`config.mk`:
```
export PLATFORM = sky130hd
export DESIGN_NAME = fetch_buffer
export DESIGN_NICKNAME = d
export VERILOG_FILES = /design/src/rtl/fetch_buffer.sv
export SDC_FILE = /design/constraint.sdc
export NUM_CORES = 1
export LEC_CHECK = 0
export BUFFER_PORTS_ARGS = -buffer_cell sky130_fd_sc_hd__buf_2
export CORE_MARGIN = 2
export CORE_UTILIZATION = 43
export DETAILED_ROUTE_END_ITERATION = 10
export PLACE_DENSITY = 0.72
export SYNTH_ARGS = -nofsm -noshare
export SYNTH_HDL_FRONTEND = slang
export SYNTH_SLANG_ARGS = --single-unit
```
`constraint.sdc`:
```
create_clock -name clk -period 2.8 [get_ports clk]
set_input_delay 0.28 -clock clk [delete_from_list [all_inputs] [get_ports clk]]
set_output_delay 0.28 -clock clk [all_outputs]
set_load 0.03 [all_outputs]
```
`src/rtl/fetch_buffer.sv`:
```
// Instruction-fetch front end. Owns the fetch PC, issues word reads to a
// synchronous instruction memory with 1-cycle latency, and queues the returned
// {instr, pc} pairs in a small FIFO so a decode stall never drops a fetched word.
// A taken branch/jump from execute (PCsrc_E) flushes the queue and redirects fetch.
module fetch_buffer #(
  parameter int unsigned     WIDTH    = 32,
  parameter int unsigned     DEPTH    = 4,
  parameter logic [WIDTH-1:0] RESET_PC = '0
) (
  input  logic             clk,
  input  logic             rst,
  input  logic             PCsrc_E,
  input  logic [WIDTH-1:0] PCTarget_E,
  input  logic             stall_D,
  output logic             imem_req,
  output logic [WIDTH-1:0] imem_addr,
  input  logic [WIDTH-1:0] imem_rdata,
  output logic             valid_D,
  output logic [WIDTH-1:0] instr_D,
  output logic [WIDTH-1:0] PC_D,
  output logic [WIDTH-1:0] PCPlus4_D
);

  localparam int unsigned PtrW = (DEPTH > 1) ? $clog2(DEPTH) : 1;
  localparam int unsigned CntW = $clog2(DEPTH + 1);

  // Occupancy (count + inflight) needs one extra bit so DEPTH itself is representable.
  localparam logic [CntW:0]    DepthOcc = (CntW + 1)'(DEPTH);
  localparam logic [WIDTH-1:0] Nop      = WIDTH'(32'h0000_0013);
  localparam logic [WIDTH-1:0] Four     = WIDTH'(4);

  // Fetch-side state
  logic [WIDTH-1:0] fpc_q, fpc_d;
  logic             inflight_q, inflight_d;
  logic [WIDTH-1:0] inflight_pc_q, inflight_pc_d;

  // Queue state
  logic [WIDTH-1:0] instr_mem_q [DEPTH];
  logic [WIDTH-1:0] pc_mem_q    [DEPTH];
  logic [PtrW-1:0]  wr_ptr_q, wr_ptr_d;
  logic [PtrW-1:0]  rd_ptr_q, rd_ptr_d;
  logic [CntW-1:0]  count_q, count_d;

  logic [CntW:0] occupancy;
  logic          issue;
  logic          enq;
  logic          pop;
  logic          head_valid;

  // The low target bits are architecturally ignored.
  logic unused_target_bits;
  assign unused_target_bits = ^PCTarget_E[1:0];

  // Control decode: issue only while every slot (including the one in flight) has room.
  always_comb begin
    occupancy  = {1'b0, count_q} + {{CntW{1'b0}}, inflight_q};
    issue      = !rst && !PCsrc_E && (occupancy < DepthOcc);
    enq        = inflight_q && !PCsrc_E;
    head_valid = (count_q != '0);
    pop        = head_valid && !stall_D && !PCsrc_E;
  end

  // Fetch PC and in-flight tracking; a redirect wins over a normal increment.
  always_comb begin
    fpc_d         = fpc_q;
    inflight_d    = 1'b0;
    inflight_pc_d = inflight_pc_q;
    if (PCsrc_E) begin
      fpc_d = {PCTarget_E[WIDTH-1:2], 2'b00};
    end else if (issue) begin
      fpc_d         = fpc_q + Four;
      inflight_d    = 1'b1;
      inflight_pc_d = fpc_q;
    end
  end

  // Queue pointers and count; a redirect empties the queue outright.
  always_comb begin
    wr_ptr_d = wr_ptr_q;
    rd_ptr_d = rd_ptr_q;
    count_d  = count_q;
    if (PCsrc_E) begin
      wr_ptr_d = '0;
      rd_ptr_d = '0;
      count_d  = '0;
    end else begin
      if (enq) begin
        wr_ptr_d = wr_ptr_q + PtrW'(1);
      end
      if (pop) begin
        rd_ptr_d = rd_ptr_q + PtrW'(1);
      end
      unique case ({enq, pop})
        2'b10:   count_d = count_q + CntW'(1);
        2'b01:   count_d = count_q - CntW'(1);
        default: count_d = count_q;
      endcase
    end
  end

  // Control state registers with synchronous reset.
  always_ff @(posedge clk) begin
    if (rst) begin
      fpc_q         <= RESET_PC;
      inflight_q    <= 1'b0;
      inflight_pc_q <= '0;
      wr_ptr_q      <= '0;
      rd_ptr_q      <= '0;
      count_q       <= '0;
    end else begin
      fpc_q         <= fpc_d;
      inflight_q    <= inflight_d;
      inflight_pc_q <= inflight_pc_d;
      wr_ptr_q      <= wr_ptr_d;
      rd_ptr_q      <= rd_ptr_d;
      count_q       <= count_d;
    end
  end

  // Queue storage: capture the memory response together with the PC it was fetched from.
  always_ff @(posedge clk) begin
    if (!rst && enq) begin
      instr_mem_q[wr_ptr_q] <= imem_rdata;
      pc_mem_q[wr_ptr_q]    <= inflight_pc_q;
    end
  end

  // Memory request and decode-side outputs; empty queue presents a NOP at PC 0.
  always_comb begin
    imem_req  = issue;
    imem_addr = rst ? RESET_PC : fpc_q;
    valid_D   = head_valid;
    instr_D   = head_valid ? instr_mem_q[rd_ptr_q] : Nop;
    PC_D      = head_valid ? pc_mem_q[rd_ptr_q] : '0;
    PCPlus4_D = PC_D + Four;
  end

endmodule

```
Yosys cells after proc, flatten, opt, wreduce, memory -nomap -nowiden
Memory sizes are Yosys's and may differ from the RTL's. A register that Yosys moved wholly into a read port is not among the register bits.
Index checks and enable logic that the tools add are counted.
- output and inout bits: 130
- memory bits (writable): 256
- ROM bits: 0
- bits of input ports: 68
- memories: 2
- flip-flop bits (word level): 72
- latch bits: 0
- multiplexer cells: 13
- equality and inequality tests: 2
- reduce and logical (&&, ||, !) cells: 14
- magnitude comparators: 1
- div/mod/pow operators: 0
- shift-type cells: 0
- add/subtract/negate cells: 7
- $mul: 0
- bitwise gates (word level): 1
- memories (memory ; words ; width ; rd ports ; clocked after Yosys merged registers in ; wr ports ; RTL line ; text):
    instr_mem_q ; 4 ; 32 ; 1 ; 1 ; 1 ; 38 ; logic [WIDTH-1:0] instr_mem_q [DEPTH];
    pc_mem_q ; 4 ; 32 ; 1 ; 1 ; 1 ; 39 ; logic [WIDTH-1:0] pc_mem_q [DEPTH];
- operators by type and width (kind ; number):
    32-bit two-way mux ; 5
    32-bit by 3-bit adder with 32-bit output, second input constant ; 2
    2-bit two-way mux ; 4
    1-bit logical AND ; 6
    3-bit case mux with 2 select lines ; 1
    2-bit by 1-bit adder with 2-bit output, second input constant ; 2
    3-bit by 1-bit adder with 4-bit output ; 1
    4-bit by 3-bit less-than comparator with 1-bit output, second input constant ; 1
    2-bit nonzero test ; 2
    3-bit by 1-bit adder with 3-bit output, second input constant ; 1
    1-bit logical NOT ; 3
    1-bit two-way mux ; 3
    3-bit nonzero test ; 1
    3-bit by 1-bit subtractor with 3-bit output, second input constant ; 1
    2-bit by 1-bit == test with 1-bit output, second input constant ; 1
    2-bit == test, second input constant ; 1
    2-bit AND reduction ; 1
    2-bit OR reduction ; 1
    1-bit NOT ; 1

Depth between registers and ports, before layout
- depth in word-level cells: 5
- gate-level depth with buffers: 12
- gate-level depth less buffers: 9

Worst setup path after synthesis
OpenSTA, ideal clock, no wires.
- path kind: register to output
- start: reg count_q[0]
- end: out PCPlus4_D[24]
- arrival time: 3.370 ns
- buffers on the path: 2
- data required time: 2.520 ns
- path slack: -0.850 ns
- cell stages (with the launch flop): 12
- path through: dfxtp_1 nor3_4 clkinv_1 clkbuf_1 clkbuf_1 nand2_1 inv_1 ha_1 nand4_2 nor3_2 nand4_1 xnor2_1
- longest elaborated chain between the ends: 3
- RTL lines (what ; RTL line ; text):
    from (decl) ; 42 ; logic [CntW-1:0] count_q, count_d;
    from (signal assigned) ; 116 ; count_q <= count_d;
    3-bit nonzero test ; 59 ; head_valid = (count_q != '0);
    net valid_D ; 18 ; output logic valid_D,
    32-bit two-way mux ; 134 ; PC_D = head_valid ? pc_mem_q[rd_ptr_q] : '0;
    net PC_D[2] ; 20 ; output logic [WIDTH-1:0] PC_D,
    32-bit by 3-bit adder with 32-bit output ; 135 ; PCPlus4_D = PC_D + Four;
    to (decl) ; 21 ; output logic [WIDTH-1:0] PCPlus4_D
The timed path passes the listed nets, and every way through them passes these cells.

==> key figures <==
Status
  • Status: complete, but fails checks
  • Violated checks: setup timing

Setup path
  • Worst Path Buf+Inv: 3
  • Worst path required time: 2.52 ns
  • Worst-path fanout max: 8
  • CP Capture Type: output port
  • Worst flop-to-flop path endpoint: count_q[2]
  • Slowest cell on crit path: nor4b_4
  • Reg2reg path depth: 9
  • CP Data Arrival Time: 2.79 ns
  • Critical path depth: 8
  • Crit path launch type: flip-flop
  • CP top delay family: simple AND/OR/NAND/NOR gates
  • Kind of critical path: reg2out
  • Worst path max stage delay: 0.42 ns
  • CP cell instances: buf_12 -> mux4_2 -> buf_4 -> nand4_4 -> nor4b_4 -> nand3b_1 -> a21oi_4 -> buf_6
  • Worst r2r src: count_q[0]
  • R2r setup slk: between 0.4 and 0.5 ns

Power and ir drop
  • Worst vdd ir: 0.4665 mV
  • Logic pwr share: 5.1%
  • Pint: just under 8 mW
  • P_sw: 2.091 mW
  • Leakage power: around 6.7 nW
  • Pwr per Cell Area: ~550 mW/mm²
  • Clock Power Share: a little over two fifths
  • Switching Share: between 20% and 30%
  • Reg power frac: a little over half

Detailed routing
  • 1st-iter DRT viols: between 700 and 800
  • Routed wire length per instance: 19.52 µm
  • TritonRoute pass-1 iters: 5
  • Post-Route WL: ~33 mm
  • Post-DRT Antenna Nets: 0
  • # DRC: 0
  • Vias: 9384
  • DR vias/cell: approximately 5.5

Floorplan
  • Die H: 183.7 µm
  • FP Rows: 65
  • Starting Density: a little over two fifths
  • DIE AREA: 0.03375 mm²
  • I/O pin total: approximately 200
  • Die X-Extent: 183.7 µm
  • Core region area: between 0.03 and 0.04 mm²

Timing
  • Max Freq: around 330 MHz
  • Max-slew violations: 0
  • Hold Vio Cnt, Final: 0
  • Final period util: 109.7%
  • Actual slew at the worst max-slew pin: approximately 0.85 ns
  • RSZ-0062 raised after global routing: yes
  • Total Neg Setup Slack: -4.155 ns
  • Final critical-path setup slack: -0.2711 ns
  • Worst slew margin: a little over two fifths
  • Post-route minimum period: slightly above 3 ns
  • Final setup vio count: 22
  • Final Skew: slightly below 0.009 ns

Layout
  • P&R area growth vs syn: 28.43%
  • Fillers: between 2000 and 2500
  • Layout cells sized above 1: between 30% and 40%
  • FF/Latch Area: 0.008860 mm²
  • Fin nets: between 1000 and 1500
  • Final core utilization: between 50% and 60%
  • Area of the multi-input gates: approximately 0.0050 mm²
  • ANT cells: 0

Clock tree
  • Root Driver: clkbuf_16
  • H-tree depth: 1
  • Worst skew pair latency: 0.55 ns
  • Worst-path clk slew: 0.06 ns
  • CTS Buffer Depth: 3
  • CTS tree: done
  • Cts bufs inserted: 31
  • CTS Sinks: between 300 and 400

Yosys
  • Post-synth EDFFs: approximately 250
  • Leading area contributor after synthesis: edfxtp_1
  • Distinct cell type count after synthesis: 68
  • Ys Warns: 0
  • Post-synth top flop: edfxtp_1
  • Asr flop ratio synth: 0%
  • Syn_area_per_cell: 13.94 µm²
  • Synthesized cell area: around 0.014 mm²
  • Yosys top cell area share: a little over half
  • Top post-synthesis cells by area: edfxtp_1 54%, dfxtp_1 10%, mux4_2 9.4%
  • Post-Synthesis Cells: 996
  • Seq cells post-synth: 318
  • Sequential-to-total area share from yosys stat: between 60% and 70%

Hold path
  • Worst Min Path Start: PCTarget_E[4]
  • Min-delay worst type: in2reg
  • Hold Path Sink: fpc_q[4]
  • Worst Hold Depth: 3

GRT
  • Vias in the first global route: 8997
  • Antenna violations before repair: 2
  • Largest net degree at the start of global routing: 91
  • Total gr overflow: 0
  • Global-route usage over all layers: 19.17%
  • Global-route wire length before repair: about 50 mm

Placed design
  • GPL Wtd Cong: between 0.8 and 0.9
  • DP HPWL: between 20 and 25 mm
  • PortBufs: ~190

Flow run
  • Max-Cap Viols: 0
==> synthesized netlist by cell type, drive strengths merged, types with 5 or more instances <==
cell type and count:
and2 65, buf 32, ha 7, nand3 35, a21oi 64, and4 5, xor2 13, or2 6
a31oi 5, nand4 16, clkbuf 36, inv 19, nor3b 5, edfxtp 248, o211ai 7, xnor2 20
dfxtp 70, mux4 64, and3 13, nor2b 29, nor2 42, nand2 106, nor3 13, o21ai 28
==> worst register-to-register path, delay by kind of cell (launching register included) <==
family | cells | cell delay, ns
compound gates | 1 | 0.14
xor+xnor | 1 | 0.16
fa+ha+maj | 2 | 0.63
buf+inv | 2 | 0.25
flops | 1 | 0.39
simple gates | 3 | 0.71
==> power groups by stage <==
stage	registers (mW)	logic [mW]	clock network [mW]
floorplan	5.26	0.297	0
global placement	5.29	0.431	0
detailed placement	5.29	0.439	0
CTS	5.19	0.498	4.23
global route	5.20	0.544	4.41
finish	5.19	0.504	4.17
==> metal layers <==
layer,vias to the layer above,global-route usage [%],share of wire [%]
li1,4299,-,-
met1,4596,26.42,42
met2,432,31.58,47
met3,53,3.387,8.2
met4,4,5.056,2.4
met5,-,0,0.084
==> per-stage QoR <==
stage	hold WS (ns)	setup WS [ns]	area, µm²	instances	total power, mW
detailed placement	0.4967	0.06145	15550	1568	5.729
finish	0.01360	-0.2711	17830	1704	9.868
global placement	0.4790	0.07181	15550	1568	5.719
CTS	0.0004030	-0.3081	17480	1682	9.921
floorplan	0.3789	-0.04094	14070	1001	5.560
global route	0.007816	-0.3734	17830	1704	10.15
==> cell type report <==
type                    instances  share of cell area, %
clock inverters                17                  1.102
repair buffers                312                  13.20
well taps                     402                  2.820
multi-input cells             595                  28.09
clock buffers                  40                  4.652
inverters                      20                 0.4560
flip-flops and latches        318                  49.68
==> placed cells by master, fill, tap and decap left out, drive strengths merged, types with 5 or more instances in the layout <==
master and count:
buf 269, and4 5, xnor2 20, inv 19, edfxtp 248, and3 13, nor2 42, a31oi 5
xor2 13, mux4 64, nor3 13, a21oi 64, and2 65, o21ai 28, clkbuf 41, nor3b 5
nand2 106, clkinv 10, dfxtp 70, o211ai 7, nor2b 29, nand3 35, or2 6, nand4 16
conb 6, dlygate4sd3 42, ha 7
==> what timing repair did <==
item / in CTS / in global routing
resized for setup: 97 / 51
buffers inserted: 13 / 24
setup endpoints to repair: 56 / 42
gates cloned: 2 / 1
pin swaps: 24 / 35
hold endpoints to repair: 138 / 0
hold buffers: 42 / 0
==> worst max path at each step <==
stage / from / end / slack (ns)
floorplan: count_q[0] / PCPlus4_D[24] / -0.04
global placement: flip-flop / PCPlus4_D[30] / 0.07
detailed placement: flip-flop / PCPlus4_D[30] / 0.06
CTS: flip-flop / PCPlus4_D[30] / -0.31
global route: flip-flop / PCPlus4_D[19] / -0.37
finish: flip-flop / PCPlus4_D[30] / -0.27
==> state kept, by name, indices dropped and copies added, names as in the netlist, named ones only <==
register and cells:
wr_ptr_q 2, inflight_q 1, inflight_pc_q 30, fpc_q 30
instr_mem_q 128, pc_mem_q 120, count_q 3, rd_ptr_q 2
==> cell families (layout without fill, tap and decap cells) <==
logic type,Yosys count,in the layout,share of synthesized area [%]
AND/OR/NAND/NOR,349,349,13.64
AO/OA/AOI/OAI,133,133,5.794
XOR/XNOR,33,33,2.081
adder cells (fa/ha/maj),8,8,0.7749
other,1,6,0.02701
flip-flops,318,318,63.72
buffers and inverters,88,389,3.262
multiplexers,66,66,10.70
Note: power is estimated with default switching activity, not from simulation.
